**config.mk**
```make
export PLATFORM = sky130hd
export DESIGN_NAME = sram_axi_bridge
export DESIGN_NICKNAME = d
export VERILOG_FILES = /design/src/rtl/sram_axi_bridge.sv
export SDC_FILE = /design/constraint.sdc
export NUM_CORES = 1
export LEC_CHECK = 0
export BUFFER_PORTS_ARGS = -buffer_cell sky130_fd_sc_hd__buf_2
export CAP_MARGIN = 30
export CELL_PAD_IN_SITES_DETAIL_PLACEMENT = 1
export CELL_PAD_IN_SITES_GLOBAL_PLACEMENT = 1
export CORE_MARGIN = 2
export CORE_UTILIZATION = 30
export DETAILED_ROUTE_END_ITERATION = 7
export GPL_TIMING_DRIVEN = 0
export PLACE_DENSITY_LB_ADDON = 0.3
export RECOVER_POWER = 50
export SLEW_MARGIN = 10
export SYNTH_ARGS = -nofsm -noshare
export SYNTH_HDL_FRONTEND = slang
export SYNTH_SLANG_ARGS = --single-unit
```
**constraint.sdc**
```tcl
create_clock -name clk -period 1.9 [get_ports clk]
set_input_delay 0.19 -clock clk [delete_from_list [all_inputs] [get_ports clk]]
set_output_delay 0.19 -clock clk [all_outputs]
set_load 0.01 [all_outputs]
```
**src/rtl/sram_axi_bridge.sv**
```systemverilog
// Bridges the CPU's SRAM-style inst/data ports onto a single-beat AXI master.
// One read FSM (shared by inst and data) and one write FSM (data only).
module sram_axi_bridge #(
    parameter int unsigned ADDR_W = 32
) (
    input  logic              clk,
    input  logic              resetn,
    input  logic              inst_req,
    input  logic [1:0]        inst_size,
    input  logic [ADDR_W-1:0] inst_addr,
    output logic [31:0]       inst_rdata,
    output logic              inst_addr_ok,
    output logic              inst_data_ok,
    input  logic              data_req,
    input  logic              data_wr,
    input  logic [1:0]        data_size,
    input  logic [ADDR_W-1:0] data_addr,
    input  logic [31:0]       data_wdata,
    output logic [31:0]       data_rdata,
    output logic              data_addr_ok,
    output logic              data_data_ok,
    output logic [ADDR_W-1:0] araddr,
    output logic [2:0]        arsize,
    output logic              arvalid,
    input  logic              arready,
    input  logic [31:0]       rdata,
    input  logic              rvalid,
    output logic              rready,
    output logic [ADDR_W-1:0] awaddr,
    output logic [2:0]        awsize,
    output logic              awvalid,
    input  logic              awready,
    output logic [31:0]       wdata,
    output logic [3:0]        wstrb,
    output logic              wvalid,
    input  logic              wready,
    input  logic              bvalid,
    output logic              bready
);

    typedef enum logic [1:0] {R_IDLE, R_AR, R_R} r_state_t;
    typedef enum logic [1:0] {W_IDLE, W_REQ, W_B} w_state_t;

    r_state_t          r_state;
    w_state_t          w_state;
    logic              r_inst_q;
    logic [ADDR_W-1:0] r_addr_q;
    logic [1:0]        r_size_q;
    logic [ADDR_W-1:0] w_addr_q;
    logic [1:0]        w_size_q;
    logic [31:0]       w_data_q;
    logic              aw_done_q;
    logic              w_done_q;

    logic r_idle;
    logic w_idle;
    logic r_fire;
    logic aw_fire;
    logic w_fire;

    always_comb begin
        r_idle  = (r_state == R_IDLE);
        w_idle  = (w_state == W_IDLE);
        // A data write may overlap an inst fetch; any other overlap would reorder data accesses.
        data_addr_ok = resetn & data_req & w_idle & (data_wr ? (r_idle | r_inst_q) : r_idle);
        inst_addr_ok = resetn & inst_req & r_idle & ~(data_req & ~data_wr);

        araddr  = r_addr_q;
        arsize  = {1'b0, r_size_q};
        arvalid = (r_state == R_AR);
        rready  = (r_state == R_R);
        r_fire  = (r_state == R_R) & rvalid;

        awaddr  = w_addr_q;
        awsize  = {1'b0, w_size_q};
        wdata   = w_data_q;
        awvalid = (w_state == W_REQ) & ~aw_done_q;
        wvalid  = (w_state == W_REQ) & ~w_done_q;
        bready  = (w_state == W_B);
        aw_fire = awvalid & awready;
        w_fire  = wvalid & wready;

        inst_rdata   = rdata;
        data_rdata   = rdata;
        inst_data_ok = r_fire & r_inst_q;
        data_data_ok = (r_fire & ~r_inst_q) | ((w_state == W_B) & bvalid);

        case (w_size_q)
            2'd0:    wstrb = 4'b0001 << w_addr_q[1:0];
            2'd1:    wstrb = w_addr_q[1] ? 4'b1100 : 4'b0011;
            default: wstrb = 4'b1111;
        endcase
    end

    always_ff @(posedge clk) begin
        if (!resetn) begin
            r_state  <= R_IDLE;
            r_inst_q <= 1'b0;
            r_addr_q <= '0;
            r_size_q <= 2'd0;
        end else begin
            case (r_state)
                R_IDLE: begin
                    if (data_addr_ok && !data_wr) begin
                        r_state  <= R_AR;
                        r_inst_q <= 1'b0;
                        r_addr_q <= data_addr;
                        r_size_q <= data_size;
                    end else if (inst_addr_ok) begin
                        r_state  <= R_AR;
                        r_inst_q <= 1'b1;
                        r_addr_q <= inst_addr;
                        r_size_q <= inst_size;
                    end
                end
                R_AR:    if (arready) r_state <= R_R;
                R_R:     if (rvalid) r_state <= R_IDLE;
                default: r_state <= R_IDLE;
            endcase
        end
    end

    always_ff @(posedge clk) begin
        if (!resetn) begin
            w_state   <= W_IDLE;
            w_addr_q  <= '0;
            w_size_q  <= 2'd0;
            w_data_q  <= 32'd0;
            aw_done_q <= 1'b0;
            w_done_q  <= 1'b0;
        end else begin
            case (w_state)
                W_IDLE: begin
                    if (data_addr_ok && data_wr) begin
                        w_state   <= W_REQ;
                        w_addr_q  <= data_addr;
                        w_size_q  <= data_size;
                        w_data_q  <= data_wdata;
                        aw_done_q <= 1'b0;
                        w_done_q  <= 1'b0;
                    end
                end
                W_REQ: begin
                    aw_done_q <= aw_done_q | aw_fire;
                    w_done_q  <= w_done_q | w_fire;
                    if ((aw_done_q || aw_fire) && (w_done_q || w_fire)) w_state <= W_B;
                end
                W_B:     if (bvalid) w_state <= W_IDLE;
                default: w_state <= W_IDLE;
            endcase
        end
    end

endmodule

```
Yosys cells after proc, flatten, opt, wreduce, memory -nomap -nowiden
Index checks and enable logic that the tools add are counted.
- register bits: 107
- bits of input ports: 142
- output and inout port bits: 179
- logic and storage cells: 83
- equal/unequal tests: 11
- shifts and indexed selects: 1
- muxes and demuxes: 21
- bitwise logic cells: 24
- reductions and logical operators: 16
- operator list (operator ; count):
    $mux W32 ; 2
    $mux W2 ; 9
    $and A1 B1 Y1 ; 15
    $pmux W2 S3 ; 2
    $pmux W4 S2 ; 1
    $eq A2 B1 Y1 const B ; 3
    $logic_not A2 Y1 ; 3
    $ne A2 B1 Y1 const B ; 3
    $reduce_and A2 Y1 ; 3
    $reduce_and A3 Y1 ; 2
    $not A1 Y1 ; 5
    $eq A2 B2 Y1 const B ; 2
    $mux W1 ; 4
    $mux W4 ; 1
    $ne A2 B2 Y1 const B ; 2
    $or A1 B1 Y1 ; 4
    $pmux W1 S2 ; 2
    $reduce_bool A2 Y1 ; 2
    $shl A1 B2 Y4 const A ; 1
    $logic_and A1 B1 Y1 ; 3
    $ne A3 B2 Y1 const B ; 1
    $logic_or A1 B1 Y1 ; 2
    $logic_not A1 Y1 ; 1

Depth between registers and ports, before layout
- depth in word-level cells: 7
- gate-level depth with buffers: 7
- depth with buffers taken out: 4

Worst setup path after synthesis
Ideal clock, no wire load.
- path type: reg-to-reg
- start point: register r_state[0]
- end point: register r_addr_q[10], in the netlist araddr[10]
- library setup time: 89 ps
- data arrival time: 1489 ps
- data required time: 1811 ps
- setup slack: 323 ps
- cell stages (with the launch flop): 7
- clock period less this slack: 1577 ps
- path through: dfxtp_1 or3_1 buf_2 or2_1 buf_6 buf_6 a311oi_2
- longest elaborated chain between the ends: 7
- ends and longest elaborated chain (element ; RTL line ; text):
    start, declared ; 44 ; r_state_t r_state;
    start signal, assigned ; 97 ; r_state <= R_IDLE;
    start signal, assigned ; 105 ; r_state <= R_AR;
    start signal, assigned ; 110 ; r_state <= R_AR;
    $logic_not A2 Y1 * ; 62, 102 ;
    $or A1 B1 Y1 ; 65 ; data_addr_ok = resetn & data_req & w_idle & (data_wr ? (r_idle | r_inst_q) : r_idle);
    $mux W1 ; 65 ;
    $and A1 B1 Y1 ; 65 ;
    $logic_and A1 B1 Y1 ; 104 ; if (data_addr_ok && !data_wr) begin
    $reduce_bool A2 Y1 (no source line) ; n/a ;
    $reduce_and A2 Y1 (no source line) ; n/a ;
    end signal, assigned ; 107 ; r_addr_q <= data_addr;
    end signal, assigned ; 112 ; r_addr_q <= inst_addr;
    end, declared ; 47 ; logic [ADDR_W-1:0] r_addr_q;
Mark *: on every way between the ends. The rest lies on a longest branch, timed or not.
A chain may end at the register's enable or synchronous reset.

Worst setup path in the final report
- start point: register w_state[0]
- end point: output port data_addr_ok
- longest elaborated chain between the ends: 3
- ends and longest elaborated chain (element ; RTL line ; text):
    start, declared ; 45 ; w_state_t w_state;
    start signal, assigned ; 125 ; w_state <= W_IDLE;
    start signal, assigned ; 135 ; w_state <= W_REQ;
    start signal, assigned ; 146 ; if ((aw_done_q || aw_fire) && (w_done_q || w_fire)) w_state <= W_B;
    $logic_not A2 Y1 ; 63 ; w_idle = (w_state == W_IDLE);
    $and A1 B1 Y1 (2 in series) ; 65 ;
    end, declared ; 20 ; output logic data_addr_ok,
Every way passes these cells.

==> metrics.md <==
| Metric | Value |
|---|---|
| Status | finished, final reports clean |
| Post-synth top area share | just over 40% |
| Largest cells by area after synthesis | dfxtp_1 (41%), buf_4 (9.7%), nand4_1 (7.2%) |
| Die Area | about 18000 um2 |
| Largest family of logic cells by synthesized area | simple AND/OR/NAND/NOR gates |
| Async SR Flop Fraction | 0% |
| Final setup viols | 0 |
| Tightest Pin Transition | between 0.8 and 0.9 ns |
| Antenna Cells | 0 |
| Most frequent cells in the layout | clkbuf_1 (178), buf_2 (156), dfxtp_1 (105) |
| Layout Cells excl Fill | approximately 1200 |
| R2r worst-path depth | 6 |
| Initial core utilization | between 30% and 40% |
| Worst-skew pair later-pin latency | ~0.35 ns |
| Final wirelength | 20600 um |
| Most common cell after layout, fill and taps aside | clkbuf_1 |
| Max-cap violation count | 0 |
| Die Wd | 136 um |
| Initial antenna violation count | 1 |
| Slack of the worst reg-to-reg path | roughly 0.12 ns |
| Hold Startpoint | data_wdata[24] |
| Clock-pin slew on the worst setup and hold paths | around 0.070 ns |
| Fin crit share | between 90% and 100% |
| Worst-path fanout max | 10 |
| Slew HR | between 40% and 50% |
| Clock root buffer | clkbuf_16 |
| Core Area | between 15000 and 20000 um2 |
| Max Transition Viols Final | 0 |
| Final nets | about 1100 |
| LEAKAGE | between 0.002 and 0.003 uW |
| RSZ-0062 raised after global routing | true |
| I/O Pins | 321 |
| Clock sink total | about 110 |
| Post-synth EDFFs | 0 |
| Seq cells post-synth | around 110 |
| FP Rows | 48 |
| Final core utilization | 41.9% |
| Worst Hold Path EP | wdata[24] |
| Die height | roughly 140 um |
| Buffers on Ports | about 290 |
| Worst setup path start | w_state[0] |
| DP Area | between 6000 and 7000 um2 |
| Dpl cells | roughly 1100 |
| Post-Syn Instances | between 600 and 700 |
| Simple-gate share of the synthesized area | 21.9% |
| DR DRC count | 0 |
| Post-synthesis sequential area ratio | approximately two fifths |
| Critical path launch point type | flop |
| Shortest period the worst path allows | roughly 1.8 ns |
| Mapped Area | 5200 um2 |
| Worst IR drop on VDD | 0.481 mV |
| DRT antenna net count | 0 |
| Hold_ws | roughly 0.075 ns |
| CTS HTree Levels | 3 |
| Launch point of the worst reg-to-reg path | r_state[0] |
| Hpwl dp | approximately 16000 um |
| Final Hold Fails | 0 |
| Hold Path Class | primary input to flop |
| Gr usage total | between 20% and 30% |
| Arrival time worst endpoint | 1.64 ns |
| 1st-pass router iterations | 4 |
| Clk_skew | 0.00834 ns |
| Reg-to-reg critical path endpoint | araddr[13] |
| Syn avg cell area | 8.31 um2 |
| Total power | between 5000 and 6000 uW |
| Pwr/cell area | between 700 and 800 nW/um2 |
| Clock Path Buffers | 2 |
| Vias in the first global route | between 5000 and 6000 |
| First-pass GRT wire length | 31300 um |
| Netlist cell types | 34 |
| CP Class | flop to output port |
| Final instance area | a little over 7000 um2 |
| Iteration-0 DRC Markers | around 270 |
| Share of cells above drive strength 1 | between 30% and 40% |
| Yosys warns | 0 |
| CTS buffer count | 9 |
| Cell taking the most area after synthesis | dfxtp_1 |
| Worst Path Required | around 1.7 ns |
| Mux contribution to synthesized area | 1.15% |
| Compound-Gate Fraction of Synth Area | around a fifth |
| Area growth from synthesis to layout | 37.9% |
| XOR/XNOR Fraction of Synth Area | 0% |
| Largest net degree at the start of global routing | 17 |
| Hold Path Stages | 3 |
| GRT Residual Overflow | 0 |
| CTS tree | built |
| Placer Congestion | around 0.8 |
| Most used flip-flop cell after synthesis | dfxtp_1 |
| Adder-cell share of the synthesized area | 0% |
| Vias per cell | 4.98 |
| Crit path capture type | output port |
| Total number of vias | around 5800 |
| Fmax | between 500 and 600 MHz |
| Avg WL per Cell | roughly 18 um |
| CTS Hold Buffers Added | 0 |
-- cells by family (layout without fill, tap and decap cells) --
group | Yosys count | after routing
AO/OA/AOI/OAI | 151 | 151
buffers and inverters | 137 | 443
flip-flops | 107 | 107
AND/OR/NAND/NOR | 224 | 224
multiplexers | 6 | 6
other | 1 | 2
-- state kept, by name, summed over array words and instances, names as in the netlist, 2 cells and up --
signal	flops
araddr	32
awaddr	32
wdata	32
r_size_q	2
r_state	2
w_size_q	2
w_state	2
-- layout make-up --
class,instances,area [um2]
plain buffers,130,822
clock buffers,13,270
clock inverters,3,45.0
fillers,2236,9940
inverters,5,18.8
multi-input cells,383,2290
flip-flops and latches,107,2140
well taps,225,282
repair buffers,292,1300
-- cell usage after synthesis (3+ instances only) --
cell      instances
and3_1            3
a31oi_1           7
buf_2            14
clkbuf_1         45
nor3_1           30
a311oi_1          5
buf_4            67
o21bai_1          3
nand2_1          75
a311oi_2         23
nor2_1            6
o31ai_1           7
inv_1             4
nand2b_1          5
o21ai_0          36
dfxtp_1         107
nor2b_1           4
nand3_1          35
o21ai_1          61
mux2i_1           6
a21oi_1           5
nand4_1          60
buf_6             4
-- how the worst max path moves through the flow --
stage / slack (ns) / end
floorplan: 0.32 / araddr[10]
global placement: -0.36 / wdata[30]
detailed placement: -0.41 / aw_done_q
CTS: -0.02 / inst_addr_ok
global route: -0.009 / data_addr_ok
finish: 0.07 / data_addr_ok
-- worst max-delay path, cell delays in order (launching register included) --
cell,delay (ns)
dfxtp_1,0.36
nand4bb_4,0.35
buf_2,0.26
nor2_1,0.16
buf_2,0.16
-- per-layer routing --
layer | wire (um) | GRT usage (%) | vias to the layer above
met4 | 411 | 6.48 | 2
li1 | - | - | 2794
met2 | 10100 | 37.9 | 205
met5 | 7 | 0 | -
met3 | 1510 | 5.24 | 29
met1 | 8580 | 26.6 | 2737
-- power by group --
group          internal, uW  switching [uW]
clock                  1130             889
combinational           486             699
sequential             2390            91.9
-- timing repair --
action | CTS | global route
gates cloned | 0 | 0
gates resized for setup | 14 | 13
pin swaps | 0 | 1
buffers inserted | 0 | 6
setup endpoints to repair | 89 | 45
-- metrics by stage --
stage	setup slack, ns	TNS (ns)
floorplan	0.323	0
global placement	-0.356	-18.81
detailed placement	-0.406	-22.71
CTS	-0.0188	-0.0188
global route	-0.00859	-0.0164
finish	0.0684	0
Note: power is estimated with default switching activity, not from simulation.
